### config.mk
export PLATFORM = sky130hd
export DESIGN_NAME = rpn_stack_driver
export DESIGN_NICKNAME = d
export VERILOG_FILES = /design/src/rtl/rpn_stack_driver.sv
export SDC_FILE = /design/constraint.sdc
export NUM_CORES = 1
export LEC_CHECK = 0
export CORE_AREA = 2 2 57 59
export CTS_CLUSTER_DIAMETER = 150
export DETAILED_ROUTE_END_ITERATION = 10
export DIE_AREA = 0 0 59 61
export PLACE_DENSITY = 0.76
export SYNTH_ARGS = -nofsm -noshare
export SYNTH_HDL_FRONTEND = slang
export SYNTH_SLANG_ARGS = --single-unit
export TNS_END_PERCENT = 50
### constraint.sdc
create_clock -name CLK -period 2.8 [get_ports CLK]
set_input_delay 0.7 -clock CLK [delete_from_list [all_inputs] [get_ports CLK]]
set_output_delay 0.7 -clock CLK [all_outputs]
set_load 0.05 [all_outputs]
### src/rtl/rpn_stack_driver.sv
// rpn_stack_driver: evaluates RPN tokens (push literal, add, sub, peek)
// against an external 5-entry, 4-bit stack, tracking depth so the stack
// never overflows or underflows, and reports one result or error per
// arithmetic or peek token.
module rpn_stack_driver (
    input  logic       CLK,
    input  logic       RESET,
    input  logic       TOK_VALID,
    output logic       TOK_READY,
    input  logic [1:0] TOK_OP,
    input  logic [3:0] TOK_DATA,
    output logic       RES_VALID,
    output logic [3:0] RES_DATA,
    output logic       RES_ERR,
    output logic [1:0] STK_COMMAND,
    output logic [2:0] STK_INDEX,
    output logic [3:0] STK_I_DATA,
    input  logic [3:0] STK_O_DATA,
    output logic       STK_RESET
);

    localparam int         DATA_W    = 4;
    localparam logic [2:0] MAX_DEPTH = 3'd5;

    localparam logic [1:0] OP_PUSH = 2'b00;
    localparam logic [1:0] OP_ADD  = 2'b01;
    localparam logic [1:0] OP_SUB  = 2'b10;

    localparam logic [1:0] CMD_NOP  = 2'b00;
    localparam logic [1:0] CMD_PUSH = 2'b01;
    localparam logic [1:0] CMD_POP  = 2'b10;
    localparam logic [1:0] CMD_GET  = 2'b11;

    typedef enum logic [2:0] {
        IDLE,
        PUSH,
        POP_B,
        POP_A,
        PUSH_R,
        PEEK
    } state_t;

    state_t              state;
    state_t              state_nxt;
    logic [2:0]          depth;
    logic [DATA_W-1:0]   lit_q;
    logic [2:0]          idx_q;
    logic                is_sub_q;
    logic [DATA_W-1:0]   a_q;
    logic [DATA_W-1:0]   b_q;
    logic [DATA_W-1:0]   result;
    logic                hs;
    logic                tok_err;

    // Modulo-16 add; the carry out is simply dropped.
    function automatic logic [DATA_W-1:0] wrap_add(input logic [DATA_W-1:0] a,
                                                  input logic [DATA_W-1:0] b);
        logic [DATA_W:0] sum;
        sum = {1'b0, a} + {1'b0, b};
        return sum[DATA_W-1:0];
    endfunction

    // Modulo-16 subtract; the borrow is simply dropped.
    function automatic logic [DATA_W-1:0] wrap_sub(input logic [DATA_W-1:0] a,
                                                  input logic [DATA_W-1:0] b);
        logic [DATA_W:0] diff;
        diff = {1'b0, a} - {1'b0, b};
        return diff[DATA_W-1:0];
    endfunction

    assign STK_RESET = RESET;
    assign TOK_READY = (state == IDLE);
    assign hs        = TOK_VALID && (state == IDLE);
    assign STK_INDEX = idx_q;
    assign result    = is_sub_q ? wrap_sub(a_q, b_q) : wrap_add(a_q, b_q);

    // Decide whether the offered token would overflow, underflow or read past the stack.
    always_comb begin
        tok_err = 1'b0;
        case (TOK_OP)
            OP_PUSH:        tok_err = (depth == MAX_DEPTH);
            OP_ADD, OP_SUB: tok_err = (depth < 3'd2);
            default:        tok_err = (TOK_DATA[2:0] >= depth);
        endcase
    end

    // State register.
    always_ff @(posedge CLK) begin
        if (RESET) begin
            state <= IDLE;
        end else begin
            state <= state_nxt;
        end
    end

    // Next-state selection and the stack command issued in each state.
    always_comb begin
        state_nxt   = state;
        STK_COMMAND = CMD_NOP;
        STK_I_DATA  = lit_q;
        case (state)
            IDLE: begin
                if (hs && !tok_err) begin
                    case (TOK_OP)
                        OP_PUSH:        state_nxt = PUSH;
                        OP_ADD, OP_SUB: state_nxt = POP_B;
                        default:        state_nxt = PEEK;
                    endcase
                end
            end
            PUSH: begin
                STK_COMMAND = CMD_PUSH;
                state_nxt   = IDLE;
            end
            POP_B: begin
                STK_COMMAND = CMD_POP;
                state_nxt   = POP_A;
            end
            POP_A: begin
                STK_COMMAND = CMD_POP;
                state_nxt   = PUSH_R;
            end
            PUSH_R: begin
                STK_COMMAND = CMD_PUSH;
                STK_I_DATA  = result;
                state_nxt   = IDLE;
            end
            PEEK: begin
                STK_COMMAND = CMD_GET;
                state_nxt   = IDLE;
            end
            default: state_nxt = IDLE;
        endcase
    end

    // Token latching, operand capture, depth tracking and result reporting.
    always_ff @(posedge CLK) begin
        if (RESET) begin
            depth     <= 3'd0;
            lit_q     <= '0;
            idx_q     <= 3'd0;
            is_sub_q  <= 1'b0;
            a_q       <= '0;
            b_q       <= '0;
            RES_VALID <= 1'b0;
            RES_DATA  <= '0;
            RES_ERR   <= 1'b0;
        end else begin
            RES_VALID <= 1'b0;
            RES_ERR   <= 1'b0;
            case (state)
                IDLE: begin
                    if (hs) begin
                        lit_q    <= TOK_DATA;
                        idx_q    <= TOK_DATA[2:0];
                        is_sub_q <= (TOK_OP == OP_SUB);
                        if (tok_err) begin
                            RES_VALID <= 1'b1;
                            RES_ERR   <= 1'b1;
                            RES_DATA  <= '0;
                        end
                    end
                end
                PUSH: begin
                    depth <= depth + 3'd1;
                end
                POP_B: begin
                    b_q   <= STK_O_DATA;
                    depth <= depth - 3'd1;
                end
                POP_A: begin
                    a_q   <= STK_O_DATA;
                    depth <= depth - 3'd1;
                end
                PUSH_R: begin
                    depth     <= depth + 3'd1;
                    RES_VALID <= 1'b1;
                    RES_DATA  <= result;
                end
                PEEK: begin
                    RES_VALID <= 1'b1;
                    RES_DATA  <= STK_O_DATA;
                end
                default: ;
            endcase
        end
    end

endmodule

==> out/qor.txt, run 1 <==
area grow syn2layout -> 33.7%
clock-pin transition on the worst setup and hold timing paths -> 0.13 ns
layout cells sized above 1 -> 20.0%
Layout Utilization -> 65.3%
DRT iter0 DRCs -> 35
vias -> 1,241
# diodes -> 0
Filler cells -> 237
PortBufs -> 29
Final Setup Violations -> 3
fin crit share -> 112%
most frequent cells after synthesis -> nor2_1, dfxtp_1, inv_1
hold slack final -> 0.497 ns
placed insts -> 221
dominant synthesized flop cell -> dfxtp_1
first-pass GRT wire length -> 5640 um
GRT Total Usage -> 20.8%
residual DRC count -> 0
Routed Antenna Nets -> 0
later-pin clock latency in the skew report -> 0.32 ns
Crit Path Class -> reg -> out
final WL -> 3310 um
share of the synthesized area in the top cell type -> 34.7%
largest family of logic cells by synthesized area -> simple AND/OR/NAND/NOR gates
Worst path top cell family by delay -> compound AO/OA/AOI/OAI gates
top cells by area, synth -> dfxtp_1, ha_1, mux2i_1
mux contribution to synthesized area -> 8.42%
Clock Path Buffers -> 2
Mean Syn Cell Area -> 8.79 um^2
unrepaired setup endpoints after global routing -> yes
Boundary Pins -> 30
status -> finished with violations
Root Buffer -> clkbuf_4
EDFF count, synth -> 0
dpl hpwl -> 2490 um
routed length per instance -> 14.5 um
Power Density -> 672 nW/um^2
CP required -> 2.10 ns
Hold Vio Cnt, Final -> 0
Area after DPL -> 1800 um^2
Seq/Total Area, Yosys -> 34.7%
largest net degree at the start of global routing -> 24
Die Span Y -> 61 um
CP Max Fanout -> 2
post-synthesis compound-gate area fraction -> 12.8%
hold crit path type -> reg -> reg
Post-Synth Simple-Gate Area -> 20.7%
vias in the first global route -> 1,254
Synth Net Count -> 189
synth unique cells -> 37
Setup Skew -> 0.00393 ns
crit path buf inv count -> 3
final setup margin -> -0.344 ns
Via density -> 5.44
area leader, netlist -> dfxtp_1
Peak VDD IR -> 0.265 mV
Synth Cell Area -> 1440 um^2
Die X -> 59 um
crit start category -> flop
CTS Buf Count -> 3
Final nets -> 221
total clock sinks -> 25
Worst-Margin Slew -> 0.500 ns
total of max-cap violations -> 0
Die ar. -> 3600 um^2
CTS tree -> done
max frequency -> 0.318 GHz
std cell rows -> 20
Slowest-stage cell, CP -> dfxtp_2
critical path endpoint category -> primary output
CP arrival -> 2.44 ns
adder-cell share of the synthesized area -> 11.5%
Gate Count Post-Synth -> 164
#FFs+latches synth -> 25
Leak -> 0.808 nW
asr flop ratio synth -> 0%
Slew headroom -> 66.6%
Tmin final -> 3.14 ns
count leader, synth -> nor2_1
Synth Warn # -> 0
Post-Layout Cell Count -> 228
Core Box Area -> 2950 um^2
drt first pass iters -> 4
failing checks -> negative setup slack
final instance area -> 1930 um^2
CP max stage delay -> 0.36 ns
grt ovf -> 0
CP Cell Sequence -> inv_2 -> ha_4 -> mux2_4 -> inv_2 -> ha_4 -> nor2b_4 -> o21a_1 -> o211a_1 -> nor3_4 -> nor2_4 -> buf_12
RePlAce Congestion -> 0.816
initial core utilization -> 48.8%
H-Tree Level Count -> 1
fin. max-slew vios -> 0
cts-stage hold buffer count -> 0
antenna violations before repair -> 0
xor/xnor share of the synthesized area -> 4.25%
-- repair_timing --
action / 4_1_cts / 5_1_grt
gates resized for setup: 10 / 8
setup buffers: 2 / 2
endpoints found under the hold margin: 0 / 0
pin swaps: 5 / 8
gates cloned: 0 / 0
setup endpoints to repair: 3 / 5
-- power by group --
group | switching [mW] | internal, mW | total (mW)
Combinational | 0.378 | 0.295 | 0.673
Clock | 0.108 | 0.0559 | 0.164
Sequential | 0.0547 | 0.402 | 0.457
-- metal layers --
layer | vias to the layer above | wire length [um] | GRT usage (%) | part of all wire [%]
met5 | - | 0 | 0 | 0
met4 | 0 | 70 | 8.77 | 2.1
met3 | 7 | 114 | 2.77 | 3.4
met2 | 37 | 1680 | 38.1 | 51
met1 | 591 | 1440 | 24.5 | 44
li1 | 606 | - | - | -
-- layout make-up --
type / instances / area, um^2 / share of cell area, %
multi-input combinational: 116 / 913 / 47.4
sequential: 25 / 504 / 26.2
timing repair buffer: 38 / 397 / 20.6
inverter: 12 / 45.0 / 2.34
tap: 33 / 41.3 / 2.14
clock buffer: 4 / 26.3 / 1.36
-- layout by cell type, fill, tap and decap left out, drive strengths merged --
cell / n
a2111oi: 1
a211oi: 2
a21o: 1
a21oi: 7
a221oi: 1
a22o: 4
a311oi: 1
and2: 3
and4b: 1
buf: 15
clkbuf: 4
clkdlybuf4s50: 23
dfxtp: 25
fa: 2
ha: 10
inv: 12
mux2: 1
mux2i: 11
nand2: 10
nand2b: 4
nor2: 26
nor2b: 3
nor3: 6
nor3b: 1
o211a: 1
o21a: 1
o21ai: 8
o31a: 1
or2: 1
or3: 2
xnor2: 6
xor2: 1
-- kinds of logic after synthesis --
logic type / after synthesis
AND/OR/NAND/NOR: 57
AO/OA/AOI/OAI: 28
flip-flops: 25
buffers and inverters: 23
multiplexers: 12
adder cells (fa/ha/maj): 12
XOR/XNOR: 7
-- final timing paths --
kind	start	end	slack (ns)	depth (start not counted)
worst min register to register	RES_DATA[2]	RES_DATA[2]	0.50	1
worst max-delay path	b_q[1]	STK_I_DATA[3]	-0.34	11
worst min-delay path	RES_DATA[2]	RES_DATA[2]	0.50	1
worst max register to register	b_q[1]	RES_DATA[3]	0.50	10
-- through the flow --
step                      setup WS (ns)  TNS, ns  power (mW)
after floorplan                 -0.0284  -0.0484       0.901
after global placement          -0.0554  -0.0554        1.05
after CTS                        -0.375   -0.948        1.26
final                            -0.344   -0.850        1.29
after global routing             -0.416    -1.07        1.37
after detailed placement         -0.110   -0.110        1.08
-- flip-flops by register name, summed over array words and instances, names as in the netlist --
| register | cells |
|---|---|
| lit_q | 4 |
| RES_ERR | 1 |
| is_sub_q | 1 |
| a_q | 4 |
| b_q | 4 |
| RES_VALID | 1 |
| RES_DATA | 4 |
| state | 3 |
| depth | 3 |
No activity file was read; power rests on OpenSTA's default activity.
==> inputs of run 2 (changes only) <==
--- a/config.mk
+++ b/config.mk
@@ -5,10 +5,11 @@
 export SDC_FILE = /design/constraint.sdc
 export NUM_CORES = 1
 export LEC_CHECK = 0
-export CORE_AREA = 2 2 57 59
+export CORE_AREA = 2 2 47 71
 export CTS_CLUSTER_DIAMETER = 150
 export DETAILED_ROUTE_END_ITERATION = 10
-export DIE_AREA = 0 0 59 61
+export DIE_AREA = 0 0 49 73
+export GPL_TIMING_DRIVEN = 0
 export PLACE_DENSITY = 0.76
 export SYNTH_ARGS = -nofsm -noshare
 export SYNTH_HDL_FRONTEND = slang
==> run 2 against run 1 <==
The run still ends with negative setup slack left; maximum frequency down 0.53%; sequential share of layout area down 0.56 points; cell count up 7.0%; count of clock-buffer cells in the layout shrank 1; register-to-register slack about the same; design area increased by 1.9%; clock skew up 0.0014 ns; critical endpoint unchanged.
==> out/qor.txt, run 2 (synthesis gave the netlist of run 1 again) <==
placed insts -> 233 (+5.4%)
Boundary Pins -> 30 (unchanged)
later-pin clock latency in the skew report -> 0.27 ns (-0.05 ns)
CP max stage delay -> 0.34 ns (-0.02 ns)
# diodes -> 0 (unchanged)
first-pass GRT wire length -> 5800 um (+2.8%)
routed length per instance -> 13.7 um (-6.0%)
CP required -> 2.10 ns (about the same)
Hold Vio Cnt, Final -> 0 (unchanged)
Via density -> 5.09 (-6.5%)
RePlAce Congestion -> 0.824 (+1.0%)
area grow syn2layout -> 36.3%
met1 wire length -> 1390 um (-3.7%)
Final nets -> 230 (+4.1%)
Routed Antenna Nets -> 0 (unchanged)
max frequency -> 0.316 GHz (-0.53%)
top layer reached by signal wires -> met4
Post-Layout Cell Count -> 244 (+7.0%)
cts-stage hold buffer count -> 0 (unchanged)
grt ovf -> 0 (unchanged)
Leak -> 0.838 nW (+3.8%)
crit start category -> flop
Crit Path Class -> reg -> out
dpl hpwl -> 2570 um (+3.2%)
Peak VDD IR -> 0.357 mV (+35%)
CTS tree -> done
Die X -> 49 um (-17%)
met3 WL -> 107 um (-6.1%)
antenna violations before repair -> 0 (unchanged)
drt first pass iters -> 4 (unchanged)
Core Box Area -> 3030 um^2 (+2.8%)
std cell rows -> 25 (+25%)
Worst-Margin Slew -> 0.507 ns (+0.00746 ns)
critical path endpoint category -> primary output
Slew headroom -> 66.2% (-0.39 points)
most common cell after layout, fill and taps aside -> nor2_1
CTS Buf Count -> 3 (unchanged)
unrepaired setup endpoints after global routing -> yes
Die ar. -> 3580 um^2 (-0.61%)
final WL -> 3340 um (+0.63%)
PortBufs -> 29 (unchanged)
largest net degree at the start of global routing -> 15 (-38%)
CP Max Fanout -> 2 (unchanged)
met2 WL post-DR -> 1710 um (+1.3%)
Clock Path Buffers -> 2 (unchanged)
CP arrival -> 2.46 ns (+0.02 ns)
crit path buf inv count -> 4 (+1)
total clock sinks -> 25 (unchanged)
H-Tree Level Count -> 1 (unchanged)
Setup TNS -> -0.564 ns (+0.286 ns)
layout cells sized above 1 -> 19.6% (-0.39 points)
Power Density -> 693 nW/um^2 (+3.2%)
Die Span Y -> 73 um (+20%)
initial core utilization -> 47.5% (-1.3 points)
vias in the first global route -> 1,317 (+5.0%)
Pwr Total -> 1.36 mW (+5.3%)
status -> finished with violations
Root Buffer -> clkbuf_8
clock-pin transition on the worst setup and hold timing paths -> 0.09 ns (-0.04 ns)
Slowest-stage cell, CP -> dfxtp_2
fin. max-slew vios -> 0 (unchanged)
GRT Total Usage -> 21.1% (+0.26 points)
most frequent cells in the layout -> nor2_1, dfxtp_1, clkdlybuf4s50_1
fin crit share -> 113% (+0.60 points)
Final Setup Violations -> 3 (unchanged)
vias -> 1,242 (+0.081%)
residual DRC count -> 0 (unchanged)
failing checks -> negative setup slack
final setup margin -> -0.361 ns (-0.0168 ns)
hold crit path type -> reg -> reg
Setup Skew -> 0.00532 ns (+0.00139 ns)
Worst path top cell family by delay -> compound AO/OA/AOI/OAI gates
CP Cell Sequence -> inv_2 -> ha_4 -> mux2_4 -> inv_2 -> ha_4 -> nor2b_4 -> o21a_1 -> buf_6 -> a211oi_4 -> nor3_4 -> nor2_4 -> buf_8
Tmin final -> 3.16 ns (+0.0168 ns)
total of max-cap violations -> 0 (unchanged)
DRT iter0 DRCs -> 20 (-43%)
## run 2: changes by cell type in the layout (fill, tap and decap cells not counted), sizes merged
cell,change
clkinv,+1
clkbuf,+5
buf,+1
clkdlybuf4s15,+1
dlygate4sd2,+1
## run 2: final cells by class
type / count / area (um^2)
clock buffer: 3 / 41.3
timing repair buffer: 36 / 352
clock inverter: 1 / 5.00
inverter: 12 / 45.0
sequential: 25 / 503
fill: 264 / 1070
tap: 40 / 50.0
buffer: 11 / 65.1
multi-input combinational: 116 / 903
## run 2: per-stage QoR
step                      worst slack (ns)  utilization (%)  hold slack (ns)  cell area, um^2
final                               -0.361             64.7            0.484             1960
after global routing                -0.493             64.7            0.507             1960
after CTS                           -0.356             64.0            0.489             1940
after detailed placement            -0.830             59.1            0.467             1790
after global placement              -0.722             59.1            0.460             1790
after floorplan                    -0.0284                -            0.463             1450
## run 2: what timing repair did
action / CTS / global route
setup endpoints to repair: 6 / 6
cloned: 0 / 0
resized for setup: 41 / 3
setup buffers: 5 / 2
pin swaps: 7 / 5
## run 2: worst reg2reg max path, stage by stage, from the launching register on
cell and delay [ns]:
dfxtp_2 0.34, inv_2 0.05, ha_4 0.22, mux2_4 0.28
inv_2 0.07, ha_4 0.19, nor2b_4 0.11, o21a_1 0.18
buf_6 0.12, a211oi_4 0.28, buf_4 0.16, o31a_1 0.13
a22o_1 0.12
## run 2: path summary, 6_finish.rpt
path               startpoint             to  slack, ns  depth (start not counted)
hold / removal    RES_DATA[3]    RES_DATA[3]       0.48                          1
hold reg to reg   RES_DATA[3]    RES_DATA[3]       0.48                          1
setup reg to reg       b_q[0]    RES_DATA[3]       0.51                         12
setup / recovery       b_q[0]  STK_I_DATA[3]      -0.36                         12
## run 2: where the power goes
part	leakage, nW	internal [mW]	switching, mW
Sequential	0.204	0.401	0.0352
Clock	0.0255	0.0996	0.118
Combinational	0.608	0.311	0.396
Total	0.838	0.812	0.550
## run 2: routing by layer
metal | track usage (%) | up-vias
met1 | 24.2 | 571
met3 | 2.46 | 10
met4 | 12.7 | 0
met5 | 0 | -
li1 | - | 630
met2 | 37.4 | 31
==> inputs of run 3 (changes only) <==
--- a/config.mk
+++ b/config.mk
@@ -10,6 +10,7 @@
 export DETAILED_ROUTE_END_ITERATION = 10
 export DIE_AREA = 0 0 49 73
 export GPL_TIMING_DRIVEN = 0
+export MAX_ROUTING_LAYER = met4
 export PLACE_DENSITY = 0.76
 export SYNTH_ARGS = -nofsm -noshare
 export SYNTH_HDL_FRONTEND = slang
==> run 3 against run 2 <==
Combinational power is 6.9% lower; the flow still finishes with violations (negative setup slack); via count is 1.3% lower; sequential share of layout area is 0.67 points higher; hold slack hardly changed; cell count is 1.6% lower; sequential power hardly changed; clock power is 3% lower; setup slack better by 0.10 ns; first-iteration DRC count is 20% higher; register-to-register slack better by 0.02 ns.
==> out/qor.txt, run 3 (synthesis gave the netlist of run 1 again) <==
status -> finished with violations
Post-Layout Cell Count -> 240 (-1.6%)
Boundary Pins -> 30 (unchanged)
crit start category -> flop
most frequent cells in the layout -> nor2_1, dfxtp_1, clkdlybuf4s50_1
Crit. Startpoint -> b_q[1]
critical path endpoint category -> primary output
fin. max-slew vios -> 0 (unchanged)
routed length per instance -> 13.7 um (about the same)
vias in the first global route -> 1,367 (+3.8%)
RePlAce Congestion -> 0.826 (+0.27%)
Power Density -> 683 nW/um^2 (-1.6%)
R2R depth -> 10 (-2)
Clock Path Buffers -> 2 (unchanged)
Setup TNS -> -0.280 ns (+0.284 ns)
Die X -> 49 um (unchanged)
first-pass GRT wire length -> 5800 um (unchanged)
DRT iter0 DRCs -> 24 (+20%)
residual DRC count -> 0 (unchanged)
Hold Vio Cnt, Final -> 0 (unchanged)
most common cell after layout, fill and taps aside -> nor2_1
Leak -> 0.823 nW (-1.8%)
total clock sinks -> 25 (unchanged)
# diodes -> 0 (unchanged)
initial core utilization -> 47.5% (unchanged)
vias -> 1,226 (-1.3%)
PortBufs -> 29 (unchanged)
layout cells sized above 1 -> 17.0% (-2.6 points)
Via density -> 5.11 (+0.36%)
largest net degree at the start of global routing -> 14 (-1)
failing checks -> negative setup slack
Slew headroom -> 66.5% (+0.33 points)
total of max-cap violations -> 0 (unchanged)
fin crit share -> 109% (-3.6 points)
CP endpoint -> STK_I_DATA[3]
CTS tree -> done
grt ovf -> 0 (unchanged)
hold depth -> 1 (unchanged)
CTS Buf Count -> 3 (unchanged)
Die Span Y -> 73 um (unchanged)
Worst-Margin Slew -> 0.501 ns (-0.00647 ns)
Peak VDD IR -> 0.463 mV (+30%)
Die ar. -> 3580 um^2 (unchanged)
Final nets -> 226 (-1.7%)
worst r2r src -> b_q[1]
antenna violations before repair -> 0 (unchanged)
Core Box Area -> 3030 um^2 (unchanged)
H-Tree Level Count -> 1 (unchanged)
hold crit path type -> reg -> reg
Root Buffer -> clkbuf_8
later-pin clock latency in the skew report -> 0.26 ns (about the same)
final setup margin -> -0.260 ns (+0.101 ns)
Setup Skew -> 0.00371 ns (-0.00161 ns)
clock-pin transition on the worst setup and hold timing paths -> 0.09 ns (about the same)
Place WS -> -0.772 ns (+0.0584 ns)
max frequency -> 0.327 GHz (+3.3%)
area grow syn2layout -> 32.8%
unrepaired setup endpoints after global routing -> yes
Tmin final -> 3.06 ns (-0.101 ns)
R2R Path End -> RES_DATA[3]
dpl hpwl -> 2590 um (+0.96%)
placed insts -> 233 (unchanged)
CP Max Fanout -> 2 (unchanged)
CP arrival -> 2.36 ns (-0.10 ns)
Reg2Reg Setup Slack -> 0.53 ns (+0.02 ns)
Crit Path Class -> reg -> out
Final Setup Violations -> 2 (-1)
Routed Antenna Nets -> 0 (unchanged)
GRT Total Usage -> 21.4% (+0.28 points)
final WL -> 3280 um (-1.7%)
CP required -> 2.10 ns (about the same)
std cell rows -> 25 (unchanged)
drt first pass iters -> 4 (unchanged)
## run 3: cell type report
cell class                 instances  area [um^2]
timing repair buffer              32          312
buffer                            11         63.8
fill                             271         1120
multi-input combinational        116          896
inverter                          12         45.0
clock buffer                       4         45.0
sequential                        25          503
tap                               40         50.0
## run 3: what timing repair did
| action | in CTS | in global routing |
|---|---|---|
| cloned | 0 | 0 |
| buffers inserted | 2 | 1 |
| resized for setup | 32 | 11 |
| endpoints found under the setup margin | 6 | 6 |
| hold endpoints to repair | 0 | 0 |
| hold buffers | 0 | 0 |
| pin swaps | 4 | 6 |
## run 3: worst min-delay path by stage
stage | start | to | slack, ns
after global routing | RES_DATA[1] | RES_DATA[1] | 0.50
after global placement | RES_DATA[0] | RES_DATA[0] | 0.46
after CTS | RES_DATA[1] | RES_DATA[1] | 0.49
after floorplan | a_q[0] | a_q[0] | 0.46
final | RES_DATA[1] | RES_DATA[1] | 0.48
after detailed placement | RES_DATA[1] | RES_DATA[1] | 0.47
## run 3: through the flow
step	utilization [%]	cell area [um^2]	hold slack [ns]	total power, mW
3_3_place_gp	59.1	1790	0.461	1.05
2_1_floorplan	-	1450	0.463	0.901
6_report	63.1	1910	0.483	1.31
3_5_place_dp	59.1	1790	0.467	1.06
4_1_cts	62.2	1890	0.489	1.30
5_1_grt	63.1	1910	0.504	1.40
## run 3: worst max-delay path: stages (launching register included)
cell and delay, ns:
dfxtp_2 0.36, inv_2 0.06, ha_4 0.21, mux2_4 0.28, inv_2 0.07, ha_4 0.19
nor2b_4 0.12, o21a_1 0.19, a211oi_2 0.27, nor3_4 0.08, nor2_4 0.12, buf_8 0.15
## run 3: layer usage
metal	GRT usage (%)	up-vias	wire length, um
met5	-	-	0
met4	9.84	0	44
met3	2.46	4	104
met2	39.3	31	1720
met1	22.8	569	1410
li1	-	622	-
## run 3: power by group
group | switching (mW) | internal (mW) | leakage [nW]
Combinational | 0.383 | 0.275 | 0.596
Sequential | 0.0356 | 0.401 | 0.204
Clock | 0.110 | 0.102 | 0.0228
